## src/rtl/audio_pkg.sv

```systemverilog
`default_nettype none
// ============================================================================
//  Module      : audio_pkg
//  Description : Shared constants for the I2S audio transmit path: default
//                fractional-divider settings (12.288 MHz MCLK from 74.25 MHz)
//                and I2S frame geometry (two 32-bit slots per frame).
//  Revision    : 1.0 - initial release
// ============================================================================
package audio_pkg;

    // Default accumulator settings: MCLK toggle rate = clock * INC / MOD.
    localparam int unsigned ACCUM_INC_DEFAULT = 245760;
    localparam int unsigned ACCUM_MOD_DEFAULT = 742500;

    // I2S frame geometry.
    localparam int SLOT_BITS  = 32;
    localparam int FRAME_BITS = 64;

    // Index widths derived from the frame geometry.
    localparam int SLOT_IDX_W = $clog2(SLOT_BITS);
    localparam int CNT_W      = $clog2(FRAME_BITS);

endpackage
`default_nettype wire

```

## src/rtl/audio_sample_fifo.sv

```systemverilog
`default_nettype none
// ============================================================================
//  Module      : audio_sample_fifo
//  Description : Small synchronous FIFO holding stereo sample pairs, with
//                full/empty flags. Pushes while full and pops while empty are
//                ignored. Reset empties the FIFO (contents discarded).
//  Revision    : 1.0 - initial release
//
//  Ports:
//    clock      in   system clock
//    reset      in   synchronous, active-high
//    push       in   write push_data this cycle
//    push_data  in   WIDTH-bit entry
//    pop        in   retire the head entry this cycle
//    pop_data   out  head entry (valid while !empty)
//    full       out  DEPTH entries held
//    empty      out  no entries held
// ============================================================================
module audio_sample_fifo #(
    parameter int WIDTH = 32,
    parameter int DEPTH = 4    // power of two, >= 2
) (
    input  logic             clock,
    input  logic             reset,
    input  logic             push,
    input  logic [WIDTH-1:0] push_data,
    input  logic             pop,
    output logic [WIDTH-1:0] pop_data,
    output logic             full,
    output logic             empty
);

    localparam int c_aw = $clog2(DEPTH);

    logic [WIDTH-1:0] r_mem [DEPTH];
    logic [c_aw-1:0]  r_wr_ptr;
    logic [c_aw-1:0]  r_rd_ptr;
    logic [c_aw:0]    r_count;
    logic             w_do_push;
    logic             w_do_pop;

    assign w_do_push = push && !full;
    assign w_do_pop  = pop && !empty;

    // Pointers wrap naturally because DEPTH is a power of two.
    always_ff @(posedge clock) begin
        if (reset) begin
            r_wr_ptr <= '0;
            r_rd_ptr <= '0;
            r_count  <= '0;
        end else begin
            if (w_do_push) r_wr_ptr <= r_wr_ptr + 1'b1;
            if (w_do_pop)  r_rd_ptr <= r_rd_ptr + 1'b1;
            case ({w_do_push, w_do_pop})
                2'b10:   r_count <= r_count + 1'b1;
                2'b01:   r_count <= r_count - 1'b1;
                default: r_count <= r_count;
            endcase
        end
    end

    // Storage needs no reset: an entry is only read after it was written.
    always_ff @(posedge clock) begin
        if (w_do_push) r_mem[r_wr_ptr] <= push_data;
    end

    assign pop_data = r_mem[r_rd_ptr];
    assign full     = (r_count == (c_aw+1)'(DEPTH));
    assign empty    = (r_count == '0);

endmodule
`default_nettype wire

```

## src/rtl/audio_i2s_tx.sv

```systemverilog
`default_nettype none
// ============================================================================
//  Module      : audio_i2s_tx
//  Description : I2S audio transmitter. A fractional accumulator derives
//                MCLK from the system clock; SCLK is MCLK/4 and LRCK is
//                SCLK/64. Sample pairs enter through a valid/ready handshake
//                and are shifted out MSB-first with the standard one-bit I2S
//                delay. All audio clocks are registered data outputs.
//  Revision    : 1.0 - initial release
//
//  Build option:
//    AUDIO_I2S_TX_FIFO_EN  defined  : FIFO of FIFO_DEPTH sample pairs
//                          undefined: single holding register (depth 1)
//
//  Ports:
//    clock         in   system clock
//    reset         in   synchronous, active-high
//    sample_valid  in   sample pair offered
//    sample_ready  out  can accept (transfer on valid && ready)
//    sample_left   in   left PCM sample, two's complement
//    sample_right  in   right PCM sample (ignored when MONO=1)
//    audio_mclk    out  master clock
//    audio_lrck    out  word select, 0 = left
//    audio_dac     out  serial data
//    frame_start   out  one-cycle pulse at each pop point
//    underflow     out  one-cycle pulse when a frame starts empty
// ============================================================================
module audio_i2s_tx
    import audio_pkg::*;
#(
    parameter int unsigned ACCUM_INC    = ACCUM_INC_DEFAULT,
    parameter int unsigned ACCUM_MOD    = ACCUM_MOD_DEFAULT,
    parameter int          SAMPLE_WIDTH = 16,
    parameter int          FIFO_DEPTH   = 4,
    parameter bit          MONO         = 1'b0
) (
    input  logic                    clock,
    input  logic                    reset,
    input  logic                    sample_valid,
    output logic                    sample_ready,
    input  logic [SAMPLE_WIDTH-1:0] sample_left,
    input  logic [SAMPLE_WIDTH-1:0] sample_right,
    output logic                    audio_mclk,
    output logic                    audio_lrck,
    output logic                    audio_dac,
    output logic                    frame_start,
    output logic                    underflow
);

    localparam int                 c_acc_w = $clog2(ACCUM_MOD + ACCUM_INC);
    localparam logic [c_acc_w-1:0] c_inc   = c_acc_w'(ACCUM_INC);
    localparam logic [c_acc_w-1:0] c_mod   = c_acc_w'(ACCUM_MOD);

    typedef struct packed {
        logic [SAMPLE_WIDTH-1:0] left;
        logic [SAMPLE_WIDTH-1:0] right;
    } pair_t;

    logic [c_acc_w-1:0]      r_acc;
    logic                    r_mclk;
    logic [1:0]              r_div;
    logic [CNT_W-1:0]        r_cnt;
    logic                    r_lrck;
    logic                    r_dac;
    logic                    r_frame_start;
    logic                    r_underflow;
    logic [SAMPLE_WIDTH-1:0] r_shift;
    logic [SAMPLE_WIDTH-1:0] r_hold_r;

    logic                    w_mclk_toggle;
    logic                    w_mclk_rise;
    logic                    w_sclk_fall;
    logic                    w_frame_start;
    logic [CNT_W-1:0]        w_cnt_next;
    pair_t                   w_push_pair;
    pair_t                   w_pop_pair;
    logic                    w_push;
    logic                    w_pop;
    logic                    w_full;
    logic                    w_empty;

    // ------------------------------------------------------------------
    // Clock generation. SCLK is never materialised: its falling edge is
    // the MCLK rise on which the 2-bit divider wraps 3 -> 0.
    // ------------------------------------------------------------------
    assign w_mclk_toggle = (r_acc >= c_mod);
    assign w_mclk_rise   = w_mclk_toggle && !r_mclk;
    assign w_sclk_fall   = w_mclk_rise && (r_div == 2'd3);

    always_ff @(posedge clock) begin
        if (reset) begin
            r_acc  <= '0;
            r_mclk <= 1'b0;
            r_div  <= 2'd0;
        end else if (w_mclk_toggle) begin
            r_acc  <= r_acc - c_mod + c_inc;
            r_mclk <= ~r_mclk;
            if (!r_mclk) r_div <= r_div + 2'd1;
        end else begin
            r_acc  <= r_acc + c_inc;
        end
    end

    // ------------------------------------------------------------------
    // Sample intake. In mono the left sample is duplicated at the input
    // so the right slot needs no special casing downstream.
    // ------------------------------------------------------------------
    always_comb begin
        w_push_pair       = '0;
        w_push_pair.left  = sample_left;
        w_push_pair.right = MONO ? sample_left : sample_right;
    end

    assign sample_ready  = !w_full && !reset;
    assign w_push        = sample_valid && sample_ready;
    assign w_frame_start = w_sclk_fall && (r_cnt == CNT_W'(FRAME_BITS - 1));
    assign w_pop         = w_frame_start && !w_empty;

`ifdef AUDIO_I2S_TX_FIFO_EN
    audio_sample_fifo #(
        .WIDTH ($bits(pair_t)),
        .DEPTH (FIFO_DEPTH)
    ) u_fifo (
        .clock     (clock),
        .reset     (reset),
        .push      (w_push),
        .push_data (w_push_pair),
        .pop       (w_pop),
        .pop_data  (w_pop_pair),
        .full      (w_full),
        .empty     (w_empty)
    );
`else
    pair_t r_hold_pair;
    logic  r_hold_full;

    // Push and pop never coincide here: push needs !full, pop needs full.
    always_ff @(posedge clock) begin
        if (reset) begin
            r_hold_pair <= '0;
            r_hold_full <= 1'b0;
        end else if (w_push) begin
            r_hold_pair <= w_push_pair;
            r_hold_full <= 1'b1;
        end else if (w_pop) begin
            r_hold_full <= 1'b0;
        end
    end

    assign w_pop_pair = r_hold_pair;
    assign w_full     = r_hold_full;
    assign w_empty    = !r_hold_full;
`endif

    // ------------------------------------------------------------------
    // Serializer. Slot bit 0 is the I2S delay bit; the shift register is
    // loaded there and zero-fills, so bits past SAMPLE_WIDTH come out 0.
    // ------------------------------------------------------------------
    assign w_cnt_next = r_cnt + 1'b1;

    always_ff @(posedge clock) begin
        if (reset) begin
            r_cnt         <= '0;
            r_lrck        <= 1'b0;
            r_dac         <= 1'b0;
            r_shift       <= '0;
            r_hold_r      <= '0;
            r_frame_start <= 1'b0;
            r_underflow   <= 1'b0;
        end else begin
            r_frame_start <= 1'b0;
            r_underflow   <= 1'b0;
            if (w_sclk_fall) begin
                r_cnt  <= w_cnt_next;
                r_lrck <= w_cnt_next[CNT_W-1];
                if (w_cnt_next[SLOT_IDX_W-1:0] == '0) begin
                    r_dac <= 1'b0;
                    if (w_frame_start) begin
                        r_frame_start <= 1'b1;
                        if (!w_empty) begin
                            r_shift  <= w_pop_pair.left;
                            r_hold_r <= w_pop_pair.right;
                        end else begin
                            // Play silence rather than repeating stale data.
                            r_shift     <= '0;
                            r_hold_r    <= '0;
                            r_underflow <= 1'b1;
                        end
                    end else begin
                        r_shift <= r_hold_r;
                    end
                end else begin
                    r_dac   <= r_shift[SAMPLE_WIDTH-1];
                    r_shift <= r_shift << 1;
                end
            end
        end
    end

    assign audio_mclk  = r_mclk;
    assign audio_lrck  = r_lrck;
    assign audio_dac   = r_dac;
    assign frame_start = r_frame_start;
    assign underflow   = r_underflow;

endmodule
`default_nettype wire

```

## config.mk

```make
export PLATFORM = sky130hd
export DESIGN_NAME = audio_i2s_tx
export DESIGN_NICKNAME = d
export VERILOG_FILES = /design/src/rtl/audio_pkg.sv /design/src/rtl/audio_sample_fifo.sv /design/src/rtl/audio_i2s_tx.sv
export SDC_FILE = /design/constraint.sdc
export NUM_CORES = 1
export LEC_CHECK = 0
export ABC_CLOCK_PERIOD_IN_PS = 6300
export CAP_MARGIN = 20
export CORE_MARGIN = 3
export CORE_UTILIZATION = 61
export CTS_BUF_LIST = sky130_fd_sc_hd__clkbuf_4 sky130_fd_sc_hd__clkbuf_8 sky130_fd_sc_hd__clkbuf_16
export CTS_CLUSTER_DIAMETER = 30
export CTS_CLUSTER_SIZE = 8
export DETAILED_ROUTE_END_ITERATION = 12
export HOLD_SLACK_MARGIN = 0.02
export PLACE_DENSITY = 0.84
export SLEW_MARGIN = 20
export SYNTH_ARGS = -nofsm -noshare
export SYNTH_HDL_FRONTEND = slang
export SYNTH_SLANG_ARGS = --single-unit
```

## constraint.sdc

```tcl
create_clock -name clock -period 6.3 [get_ports clock]
set_input_delay 1.89 -clock clock [delete_from_list [all_inputs] [get_ports clock]]
set_output_delay 1.89 -clock clock [all_outputs]
set_load 0.02 [all_outputs]
```

## Yosys cells after proc, flatten, opt, wreduce, memory -nomap -nowiden

Cells that the tools add are included.

- Register bits: 98
- Logic and storage cells: 50
- Bits of input ports: 35

- $add $sub $neg: 5
- Order comparisons: 1
- Eq/ne operators: 2
- Reduce and logical (&&, ||, !) cells: 15
- Bitwise gates (word level): 4
- Multiplexer cells: 10

Operator list:

| operator | count |
|---|---|
| $mux 16 | 4 |
| $add 20x18->20 const B | 2 |
| $ge 20x20->1 const B | 1 |
| $mux 20 | 1 |
| $sub 20x20->20 const B | 1 |
| $add 6x1->6 const B | 1 |
| $eq 6x6->1 const B | 1 |
| $logic_and 1x1->1 | 6 |
| $logic_not 5->1 | 1 |
| $mux 1 | 5 |
| $not 1->1 | 4 |
| $reduce_or 4->1 | 1 |
| $logic_not 1->1 | 3 |
| $reduce_and 3->1 | 1 |
| $reduce_or 3->1 | 1 |
| $add 2x1->2 const B | 1 |
| $eq 2x2->1 const B | 1 |
| $reduce_and 2->1 | 1 |
| $reduce_bool 2->1 | 1 |

## Depth between registers and ports, before layout

Gate-level depths: netlist of run 1.

- Depth after elaboration: 7
- Depth in mapped cells: 10
- Mapped depth without buffers: 8

## Worst setup path before layout of run 1

OpenSTA, ideal clock, no wires.

- Path kind: input -> output
- Start: in reset
- End: out sample_ready
- Path buffers: 0
- Slack: 2.221 ns
- Stages: 1
- Data required time: 4.410 ns
- Data arrival time: 2.189 ns
- Cell sequence: nor2_1

- Cells in the longest elaborated chain, start to end: 2

RTL lines:

| item | RTL line | source |
|---|---|---|
| start: declaration | audio_i2s_tx.sv:38 | `input logic reset,` |
| $logic_not 1->1 | audio_i2s_tx.sv:114 | `assign sample_ready = !w_full && !reset;` |
| $logic_and 1x1->1 | audio_i2s_tx.sv:114 |  |
| end: declaration | audio_i2s_tx.sv:40 | `output logic sample_ready,` |

Every way passes these cells.

## Worst setup path in the final report of run 1

Ends and elaborated chain as after synthesis.

==> metrics.txt, run 1 <==
WP data required 4.41 ns; crit-path cells buf_2, nor2_1, clkdlybuf4s50_1; crit path buf inv count 2; clock root buffer clkbuf_8; share of cells above drive strength 1 7.48%; full die area 8270 µm²; final slew viol count 0; minimum clock period 4.66 ns; design area 5060 µm²; Synth Flop Type dfxtp_1; Seq cells post-synth 95; dpl cell area 4790 µm²; min setup slack post-route 1.64 ns; Setup CP Type input pin to output port; TritonCTS clock tree done; top cell type's share of synthesized area 43.2%; sequential fraction of the synthesis area 43.2%; CP Launch Type input pin; starting density of the core 63.7%; fillers 543; Rel. slew slack 38.0%; Post-synth EDFFs 0; Fin Setup TNS 0 ns; worst slew pin tran 0.931 ns; Worst Setup End Kind output port; initial antenna violation count 0; Pwr Density 252 nW/µm²; slowest cell on the critical path clkdlybuf4s50_1; vias in the first global route 3350; synthesis-to-layout area growth 15.1%; Post-DRT Antenna Nets 0; # nets final 587; total number of yosys warnings 0; first-pass GRT wire length 15600 µm; clock sinks 95; total global-route track usage 22.5%; vias per cell 5.73; Initial DRC Count 195; final worst-path cycle share 74.0%; Chip Width 90.9 µm; Post-Place Cells 628; Max Fclk 215 MHz; DIE HEIGHT 90.9 µm; DR vias 3693; CP top delay family buffers and inverters; Num CTS Buffers 9; Layout Skew 0.00765 ns; Leakage 1.74 nW; top cells by area, synth dfxtp_1 (43%), o21ai_0 (5.7%), nand2b_1 (5.3%); detailed placement HPWL 6010 µm; n_diodes 0; routed wire length 9330 µm; Core Area 6910 µm²; non-filler cells in the finished layout 644; CTS H-tree lvls 3; Port Buf Inserts 40; Async SR Flop Fraction 0%; syn_nets 569; worst min path class register to register; Final Hold Viols 0; # rows 30; final hold slack 0.452 ns; worst skew pair latency 0.36 ns; unrepaired setup endpoints after global routing false; post-synth top area cell dfxtp_1; final setup fails 0; number of max-cap violations 0; postcts setup bufs 0; DRC 0; syn avg cell area 8.38 µm²; worst path arrival time 2.77 ns; post-place setup slack 1.64 ns; post-CTS resize count 0; num ports 41; Yosys cell types 51; worst ir drop on vdd 0.000163 V; WL/cell 14.5 µm; GRT overflow 0; Final Wtd Congestion 0.804; Hold Buf Count CTS 0; clock tree buffer depth 2; Mapped Area 4400 µm²; largest net degree at the start of global routing 92; clock slew at reported path FFs 0.09 ns; cells after synthesis 525; DRT Pass-1 Iters 4; status finished, final reports clean; worst stage delay on the critical path 0.65 ns; worst-path maximum fanout 2
[registers in the layout, summed over array words and instances (netlist names), 2 cells and up]
signal	flops
r_cnt	6
r_shift	16
r_hold_r	16
r_acc	18
r_div	2
r_hold_pair	32
[final timing paths]
kind / start / endpoint / slack (ns) / cells after the start
setup / recovery: reset / sample_ready / 1.64 / 3
hold / removal: r_hold_r[5] / r_hold_r[5] / 0.45 / 2
hold reg to reg: r_hold_r[5] / r_hold_r[5] / 0.45 / 2
setup reg to reg: r_acc[15] / r_shift[6] / 3.35 / 8
[final cells by class]
class	count	area, µm²	area share (%)
clock inverter	6	140	2.77
clock buffer	10	138	2.72
timing repair buffer	43	418	8.25
tap	96	120	2.37
sequential	95	1900	37.5
inverter	5	18.8	0.371
multi-input combinational	389	2330	46.0
[Yosys cell counts, drive strengths merged (2+ instances only)]
cell type and instances:
a22oi 16, mux2i 2, a211oi 4, a31oi 2, and2 5, nand3b 2
nand2 61, o311a 2, xor2 5, nand3 27, nor3 13, nor2 46
mux2 2, dfxtp 95, a2bb2oi 16, buf 10, nand2b 37, a21oi 38
or4 2, inv 5, nor4 6, or3 3, nand4 2, clkbuf 26
a21o 2, o21a 3, xnor2 13, o21ai 51, ha 9, a311o 2
nor2b 6
[logic make-up (layout without fill, tap and decap cells)]
group,after synthesis,count (layout),synth area share (%)
AOI/OAI and AO/OA,146,146,22.1
xor gates and xnor gates,18,18,3.58
adders and majority gates,9,9,2.56
buffers and inverters,41,64,4.04
DFF,95,95,43.2
muxes,4,4,0.967
and+or+nand+nor,212,212,23.5
[per-stage QoR]
stage,utilization (%),total power (W)
4_1_cts,73.3,0.00128
6_report,73.3,0.00128
3_5_place_dp,69.3,0.000758
2_1_floorplan,-,0.000719
3_3_place_gp,69.3,0.000753
5_1_grt,73.3,0.00132
[placed cells by master (no fill, tap or decap), types with 2 or more instances in the layout]
master | Yosys | routed
a211oi_1 | 4 | 4
buf_4 | 3 | 3
nand3_1 | 27 | 27
a21oi_2 | 11 | 11
a311o_1 | 2 | 2
ha_1 | 9 | 9
nand3b_1 | 2 | 2
mux2i_1 | 2 | 2
clkbuf_8 | 0 | 10
o311a_1 | 2 | 2
o21a_1 | 3 | 3
a21oi_1 | 27 | 27
or4_1 | 2 | 2
inv_1 | 5 | 5
a22oi_1 | 16 | 16
bufinv_16 | 0 | 4
and2_1 | 5 | 4
o21ai_0 | 50 | 50
a2bb2oi_1 | 16 | 16
nor3_1 | 13 | 13
xnor2_1 | 13 | 13
nand2b_1 | 37 | 37
nand2_1 | 61 | 61
or3_1 | 3 | 3
nor2b_1 | 6 | 6
clkdlybuf4s50_1 | 0 | 39
nand4_1 | 2 | 2
mux2_2 | 2 | 2
nor4_1 | 5 | 5
a21o_1 | 2 | 2
nor2_1 | 45 | 45
dfxtp_1 | 95 | 95
xor2_1 | 5 | 5
[where the power goes]
group / internal [W] / leakage, nW / switching [W]
clock network: 0.000318 / 0.139 / 0.000216
registers: 0.000622 / 0.773 / 0.0000239
logic: 0.0000492 / 0.825 / 0.0000493
total: 0.000989 / 1.74 / 0.000290
[worst reg2reg max path: stages, from the launching register on]
cell and delay [ns]:
dfxtp_1 0.51, inv_1 0.15, ha_1 0.22, a21oi_1 0.14
a2bb2oi_1 0.25, o211ai_2 0.27, nand3_1 0.72, o21ai_0 0.41
a21oi_2 0.23
[routing by layer]
layer | wire length (µm) | GRT usage (%) | vias up | share of wire, %
li1 | - | - | 1873 | -
met1 | 4340 | 29.6 | 1718 | 46
met2 | 4470 | 37.1 | 89 | 48
met3 | 423 | 5.75 | 13 | 4.5
met4 | 103 | 5.40 | 0 | 1.1
met5 | 0 | 0 | - | 0
Note: power is estimated with default switching activity, not from simulation.
==> run 2, diff against run 1 <==
--- a/config.mk
+++ b/config.mk
@@ -5,16 +5,16 @@
 export SDC_FILE = /design/constraint.sdc
 export NUM_CORES = 1
 export LEC_CHECK = 0
-export ABC_CLOCK_PERIOD_IN_PS = 6300
+export ABC_CLOCK_PERIOD_IN_PS = 4300
 export CAP_MARGIN = 20
 export CORE_MARGIN = 3
-export CORE_UTILIZATION = 61
+export CORE_UTILIZATION = 57
 export CTS_BUF_LIST = sky130_fd_sc_hd__clkbuf_4 sky130_fd_sc_hd__clkbuf_8 sky130_fd_sc_hd__clkbuf_16
 export CTS_CLUSTER_DIAMETER = 30
 export CTS_CLUSTER_SIZE = 8
 export DETAILED_ROUTE_END_ITERATION = 12
 export HOLD_SLACK_MARGIN = 0.02
-export PLACE_DENSITY = 0.84
+export PLACE_DENSITY = 0.79
 export SLEW_MARGIN = 20
 export SYNTH_ARGS = -nofsm -noshare
 export SYNTH_HDL_FRONTEND = slang
==> constraint.sdc (replaced) <==
create_clock -name clock -period 4.3 [get_ports clock]
set_input_delay 1.29 -clock clock [delete_from_list [all_inputs] [get_ports clock]]
set_output_delay 1.29 -clock clock [all_outputs]
set_load 0.02 [all_outputs]
==> run 2 against run 1 <==
Effect of this change:
- routed wire length shrank 5.0%
- sequential share of layout area is 0.52 points higher
- final area shrank 1.4%
- non-clock buffer count is 1 higher
- clock skew is 0.0022 ns higher
- largest cell class unchanged
- largest power group unchanged
- highest routed layer unchanged
==> metrics.txt, run 2 (synthesis gave the netlist of run 1 again) <==
status finished, final reports clean; clock tree buffer depth 2; total global-route track usage 20.7%; # nets final 588; final setup fails 0; clock slew at reported path FFs 0.08 ns; Worst Setup End Kind output port; Layout Skew 0.00988 ns; WP data required 3.01 ns; synthesis-to-layout area growth 13.6%; share of cells above drive strength 1 7.65%; CTS H-tree lvls 3; detailed placement HPWL 5800 µm; dpl cell area 4800 µm²; full die area 8810 µm²; Fin Setup TNS 0 ns; crit path buf inv count 2; vias per cell 5.54; num ports 41; final hold slack 0.454 ns; Final Wtd Congestion 0.826; DR vias 3592; Final Hold Viols 0; clock root buffer clkbuf_8; DRT Pass-1 Iters 5; starting density of the core 59.7%; reg2reg setup slack 1.26 ns; unrepaired setup endpoints after global routing false; number of max-cap violations 0; final slew viol count 0; WL/cell 13.7 µm; Rel. slew slack 35.4%; Hold Buf Count CTS 0; vias in the first global route 3270; design area 5000 µm²; worst skew pair latency 0.35 ns; largest net degree at the start of global routing 92; Setup CP Type input pin to output port; initial antenna violation count 0; Post-DRT Antenna Nets 0; Chip Width 93.9 µm; Port Buf Inserts 40; worst path arrival time 2.11 ns; n_diodes 0; Max Fclk 294 MHz; worst-path maximum fanout 2; slowest cell on the critical path clkdlybuf4s50_1; GRT overflow 0; commonest non-fill, non-tap cells in the layout dfxtp_1 (95), nand2_1 (61), o21ai_0 (50); worst min path class register to register; postcts setup bufs 0; max reg flops 32; CP Launch Type input pin; Pwr Density 332 nW/µm²; Initial DRC Count 182; DIE HEIGHT 93.9 µm; crit-path cells buf_2, nor2_1, clkdlybuf4s50_1; worst ir drop on vdd 0.000249 V; # rows 31; most common library cell in the layout ignoring fill and taps dfxtp_1; Biggest register r_hold_pair; worst stage delay on the critical path 0.61 ns; Core Area 7370 µm²; minimum clock period 3.40 ns; Leakage 1.70 nW; CP top delay family buffers and inverters; Largest regs r_hold_pair (32), r_acc (18); first-pass GRT wire length 14900 µm; clock sinks 95; final worst-path cycle share 79.0%; DRC 0; post-CTS resize count 0; worst slew pin tran 0.966 ns; Num CTS Buffers 9; routed wire length 8860 µm; TritonCTS clock tree done
## run 2: layer usage
layer	global-route usage (%)	up-vias	wire length, µm	share of wire, %
li1	-	1876	-	-
met1	28.6	1639	4300	49
met2	32.5	68	3960	45
met3	4.65	9	486	5.5
met4	6.26	0	119	1.3
met5	0	-	0	0
## run 2: through the flow
| stage | std cells | total power (W) | setup WS (ns) | util [%] |
|---|---|---|---|---|
| 3_5_place_dp | 632 | 0.00111 | 0.897 | 65.1 |
| 6_report | 648 | 0.00166 | 0.902 | 67.8 |
| 3_3_place_gp | 632 | 0.00111 | 0.900 | 65.1 |
| 4_1_cts | 648 | 0.00167 | 0.898 | 67.8 |
| 5_1_grt | 648 | 0.00172 | 0.856 | 67.8 |
| 2_1_floorplan | 525 | 0.00105 | 1.42 | - |
## run 2: worst register-to-register path, stage by stage (launching register included)
cell,delay (ns)
dfxtp_1,0.51
inv_1,0.14
ha_1,0.21
a21oi_1,0.15
a2bb2oi_1,0.31
o211ai_2,0.28
nand3_1,0.76
o21ai_0,0.39
a21oi_2,0.22
## run 2: report_power, final
part / leakage, nW / internal, W / switching (W) / total, W
combinational: 0.830 / 0.0000730 / 0.0000751 / 0.000148
clock: 0.0997 / 0.000268 / 0.000300 / 0.000568
sequential: 0.773 / 0.000911 / 0.0000303 / 0.000941
total: 1.70 / 0.00125 / 0.000405 / 0.00166
## run 2: area by class of cell
class,instances,area [µm²]
multi-input combinational,389,2330
tap,99,124
clock inverter,3,25.0
inverter,5,18.8
clock buffer,13,173
timing repair buffer,44,425
fill,634,2370
sequential,95,1900
## run 2: final timing paths
check,startpoint,to,cells past startpoint
worst max-delay path,reset,sample_ready,3
worst min-delay path,r_hold_r[1],r_hold_r[1],2
worst max register to register,r_acc[15],r_shift[9],8
worst min register to register,r_hold_r[1],r_hold_r[1],2
